==> src/rtl/nibble_pkg.sv <==
// nibble_pkg: shared types and widths for the nibble serializer and assembler
package nibble_pkg;
  localparam int BYTE_W = 8;
  localparam int NIBBLE_W = 4;
  typedef enum logic [1:0] {EMPTY, FIRST, SECOND} ser_state_e;
endpackage

==> src/rtl/byte_nibble_serializer.sv <==
// byte_nibble_serializer: splits each val/rdy byte into two val/rdy nibbles, LO_FIRST picks order
module byte_nibble_serializer
  import nibble_pkg::*;
#(
  parameter bit LO_FIRST = 1'b1
) (
  input  logic                clk,
  input  logic                reset_n,
  input  logic                in_val,
  output logic                in_rdy,
  input  logic [BYTE_W-1:0]   in_msg,
  output logic                out_val,
  input  logic                out_rdy,
  output logic [NIBBLE_W-1:0] out_msg,
  output logic                out_last
);
  ser_state_e state, state_nx;
  logic [BYTE_W-1:0] data;
  always_ff @(posedge clk) begin
    if (!reset_n) begin
      state <= EMPTY;
      data <= '0;
    end else begin
      state <= state_nx;
      if (in_val && in_rdy) data <= in_msg;
    end
  end
  always_comb begin
    in_rdy = (state == EMPTY) || (state == SECOND && out_rdy);
    out_val = state != EMPTY;
    out_last = state == SECOND;
    out_msg = (state == EMPTY) ? '0 :
              (((state == FIRST) == LO_FIRST) ? data[3:0] : data[7:4]);
    state_nx = (state == EMPTY) ? (in_val ? FIRST : EMPTY) :
               (state == FIRST) ? (out_rdy ? SECOND : FIRST) :
               (out_rdy ? (in_val ? FIRST : EMPTY) : SECOND);
  end
endmodule

==> config.mk <==
export PLATFORM = sky130hd
export DESIGN_NAME = byte_nibble_serializer
export DESIGN_NICKNAME = d
export VERILOG_FILES = /design/src/rtl/nibble_pkg.sv /design/src/rtl/byte_nibble_serializer.sv
export SDC_FILE = /design/constraint.sdc
export NUM_CORES = 1
export LEC_CHECK = 0
export ABC_AREA = 1
export BUFFER_PORTS_ARGS = -buffer_cell sky130_fd_sc_hd__buf_4
export CAP_MARGIN = 20
export CORE_AREA = 5 5 42 44
export DETAILED_ROUTE_END_ITERATION = 10
export DIE_AREA = 0 0 47 49
export PLACE_DENSITY = 0.7
export SLEW_MARGIN = 20
export SYNTH_ARGS = -nofsm -noshare
export SYNTH_HDL_FRONTEND = slang
export SYNTH_SLANG_ARGS = --single-unit
==> constraint.sdc <==
create_clock -name clk -period 1.4 [get_ports clk]
set_input_delay 0.07 -clock clk [delete_from_list [all_inputs] [get_ports clk]]
set_output_delay 0.07 -clock clk [all_outputs]
set_load 0.02 [all_outputs]
# Yosys cells after proc, flatten, opt, wreduce, memory -nomap -nowiden
# Cells that the tools add are included.
classes:
  reduce_logical: 5
  bitwise_logic: 0
  shift: 0
  n_addsub: 0
  div_mod_pow: 0
  mux: 7
  multipliers: 0
  n_eq_ne: 2
  order_cmp: 0
ops:
  columns: ["op", "count"]
  rows:
  - ["$mux W2", 4]
  - ["$mux W4", 2]
  - ["$eq A2 B1 Y1 const B", 1]
  - ["$eq A2 B2 Y1 const B", 1]
  - ["$logic_and A1 B1 Y1", 2]
  - ["$logic_not A2 Y1", 1]
  - ["$reduce_bool A2 Y1", 1]
  - ["$logic_or A1 B1 Y1", 1]
  - ["$mux W1", 1]
word_totals:
  ramBits: 0
  ff_bits: 10
  word_cells: 16
  memories: 0
  latch_bits: 0
  rom_bits: 0

# Depth between registers and ports, before layout
depth:
  depth_word: 4
  depth_mapped: 6
  mapped_depth_nobuf: 6

# Worst setup path before layout
# Ideal clock, no wire load.
synth_timing:
  kind: "reg-to-output"
  from: "register state[1]"
  to: "output out_msg[0]"
  slack_ps: 450
  arrival_time_ps: 880
  stages_incl_launch_ff: 4
  t_required_ps: 1330
  cell_sequence: "dfxtp_1 -> inv_2 -> nand2_2 -> o22ai_1"
synth_via:
  elab_chain_cells: 3
  word_cells_on_any_way: 4
  cone_classes: "eq/ne (1); mux (2); reduce/logical (1)"
synth_rtl:
  columns: ["element", "line", "source"]
  rows:
  - ["from (decl)", "byte_nibble_serializer.sv:17", "ser_state_e state, state_nx;"]
  - ["from (signal assigned)", "byte_nibble_serializer.sv:24", "state <= state_nx;"]
  - ["$eq A2 B1 Y1", "byte_nibble_serializer.sv:33", "(((state == FIRST) == LO_FIRST) ? data[3:0] : data[7:4]);"]
  - ["$mux W4", "byte_nibble_serializer.sv:33", null]
  - ["$mux W4 (*)", "byte_nibble_serializer.sv:32", "out_msg = (state == EMPTY) ? '0 :"]
  - ["to (decl)", "byte_nibble_serializer.sv:14", "output logic [NIBBLE_W-1:0] out_msg,"]
# Every way passes the cells marked *; elsewhere a longest branch is shown, timed or not.

# Worst setup path in the final report
layout_timing:
  from: "register state[1]"
  to: "output out_msg[1]"
# Same word-level chain as after synthesis.

==> key figures <==
Global routing
  – Pin count of the biggest net entering global routing: 11
  – Total routing resource utilization after global routing: a little over an eighth
  – First-pass GRT wire length: between 2 and 2.5 mm
  – Vias in the first global route: approximately 560
  – Total congestion overflow: 0
  – Antenna violations before repair: 0

Synthesis
  – Synth Instances: between 80 and 90
  – Mean cell area of the mapped netlist: ~6.3 µm²
  – Proportion of synthesized area in mux cells: 0%
  – Xor/xnor cell area share of the yosys netlist: 0%
  – Portion of the post-synthesis area used by sequential elements: a little over a third
  – Yosys Warn Count: 0
  – Post-synthesis compound-gate area fraction: under 10%
  – Distinct cells, synth: 16
  – Post-Synth Simple-Gate Area: a little over a third
  – Combinational family with the most area after synthesis: simple AND/OR/NAND/NOR gates
  – Net Count, Synth: 100
  – Area share of fa/ha/maj cells after synthesis: 0%
  – Total of flip-flops plus latches after synthesis: 10
  – Mapped Area: 558.0 µm²

Timing
  – Final hold violations: 0
  – Least-Margin Pin Slew: 194.9 ps
  – Final-report setup violation count: 0
  – Worst clock skew: between 2 and 3 ps
  – Achievable Freq: around 780 MHz
  – Final worst path period need: 1274 ps
  – Period Utilization, post-route: 91.02%
  – Min setup slack post-route: ~130 ps
  – Tightest slew margin relative to the limit: between 80% and 90%
  – Setup repair after global routing missed its margin: false
  – Total count of max-transition violations in the final report: 0
  – Post-route setup TNS: 0 ps

Placement
  – Setup WS pre-CTS: approximately 430 ps
  – HPWL after DPL: 973.9 µm
  – Global placement routability congestion: a little under 0.8
  – Buffers added on ports: 18

Final layout
  – Total inserted antenna cells: 0
  – Most frequent cells in the layout: inv_1, nand2_1, buf_4, nor2_1, dfxtp_1
  – Area growth, synth to finish: 32.74%
  – Count of filler cells inserted in the layout: 152
  – Fraction of layout instances using a drive strength above 1: roughly 29%
  – Most common library cell in the layout ignoring fill and taps: inv_1
  – Register Area: approximately 200 µm²
  – Area of the multi-input gates: approximately 240 µm²
  – Final layout net count: 121

Routing
  – Average vias per placed instance: 4.492
  – Average detailed-routed wire length per instance: between 10 and 15 µm
  – Met1 Wirelength: between 500 and 600 µm
  – DRC violations left: 0
  – Max Used Layer: met4
  – Routed wl met3: ~57 µm
  – Routed met2 length: 642 µm
  – Sum of routed wire length over all layers: around 1.3 mm
  – Number of vias in the routed layout: between 500 and 600
  – Remaining number of nets flagged by the antenna check after routing: 0
  – First-iteration detailed-routing DRC count: 10
  – TritonRoute pass-1 iters: 4

CTS
  – Clock buffers created by TritonCTS: 3
  – Setup fix buffers added after clock tree synthesis: 0
  – Worst skew pair latency: around 270 ps
  – Hold buffer count at cts: 0
  – CTS clk-pin slew, worst paths: 70 ps
  – CTS tree: built
  – Buffer cell driving the clock tree root: clkbuf_4
  – Number of gates resized after CTS: 0
  – Clk sinks: 10
  – Level count of the clock H-tree: 1
  – Buffer depth of the longest clock path: 2

Setup path
  – Critical-path maximum fanout: 7
  – Critical Path AT: ~1200 ps
  – Kind of capture point of the worst setup path: output pin
  – Critical path class: reg2out
  – Startpoint type of the worst setup path: register
  – WP data required: around 1300 ps

Floorplanning
  – Core area: about 0.0014 mm²
  – Vert. Die Dim: roughly 49 µm
  – Area enclosed by the die boundary: ~0.0023 mm²
  – Top-level port count: 19
  – Die span in x: 47 µm
  – Initial cell density of the core: roughly 40%
  – Site row count: 14

Pwr
  – Max rail drop VDD: roughly 0.45 mV
  – Leak Pwr: ~0.44 nW
  – Pwr/cell area: a little over 1000 mW/mm²

Outcome
  – Result of the run: finished clean

Flow run
  – MaxCap Viol Count: 0

Worst hold path
  – Class of the tightest hold or removal check: in2reg
path summary, 6_finish.rpt:
path / startpoint / endpoint / slack (ps) / cells after the start
max: state[1] / out_msg[1] / 130 / 4
min: reset_n / data[7] / 90 / 3
max reg2reg: state[1] / state[0] / 400 / 5
min reg2reg: data[3] / data[3] / 520 / 4
cells in the mapped netlist:
library cell / n / area (µm²)
nand2_1: 18 / 67.56
nand2_4: 1 / 11.26
buf_1: 1 / 3.750
a21oi_1: 1 / 5.000
nand2_2: 1 / 6.260
o21ai_1: 1 / 5.000
o22ai_1: 4 / 25.02
buf_2: 1 / 5.000
nand4_1: 8 / 50.05
nor2_1: 10 / 37.54
nand3_4: 1 / 17.52
o21ai_2: 1 / 8.760
nor2_2: 1 / 6.260
inv_1: 25 / 93.84
inv_2: 4 / 15.01
dfxtp_1: 10 / 200.2
stage by stage:
| step | cells | power [W] | area, µm² | util [%] | hold WS [ps] |
|---|---|---|---|---|---|
| after floorplan | 88 | 0.0004311 | 558.0 | - | 294.3 |
| after global placement | 120 | 0.0004873 | 704.4 | 50.27 | 371.9 |
| after detailed placement | 120 | 0.0004895 | 704.4 | 50.27 | 374.1 |
| after CTS | 124 | 0.0007562 | 740.7 | 52.86 | 85.75 |
| after global routing | 124 | 0.0008017 | 740.7 | 52.86 | 80.59 |
| final | 124 | 0.0007496 | 740.7 | 52.86 | 88.64 |
cell type report:
class	instances	share of cell area [%]
tap	16	2.703
multi-input combinational	47	32.43
clock buffer	4	4.899
sequential	10	27.03
timing repair buffer	18	18.24
inverter	29	14.70
layer usage:
| layer | GRT usage (%) | vias to the layer above |
|---|---|---|
| li1 | - | 307 |
| met1 | 16.41 | 235 |
| met2 | 21.27 | 11 |
| met3 | 4.059 | 4 |
| met4 | 5.530 | 0 |
| met5 | 0 | - |
report_power, final:
group	leakage [nW]	internal [W]	switching, W	total (W)
registers	0.0828	0.000307	0.00000852	0.000316
clock network	0.0210	0.000158	0.000109	0.000267
logic	0.337	0.0000701	0.0000965	0.000167
critical path: stages (launching register included):
cell     delay, ps
dfxtp_1        350
inv_2          130
nand2_2        120
o22ai_1        160
buf_4          170
logic make-up after synthesis:
| family | count (synthesis) |
|---|---|
| compound gates | 7 |
| flops | 10 |
| simple gates | 40 |
| buf+inv | 31 |
flip-flops by register name, summed over array words and instances (netlist names):
name	cells
state	2
data	8
(Power assumes the default switching activity.)
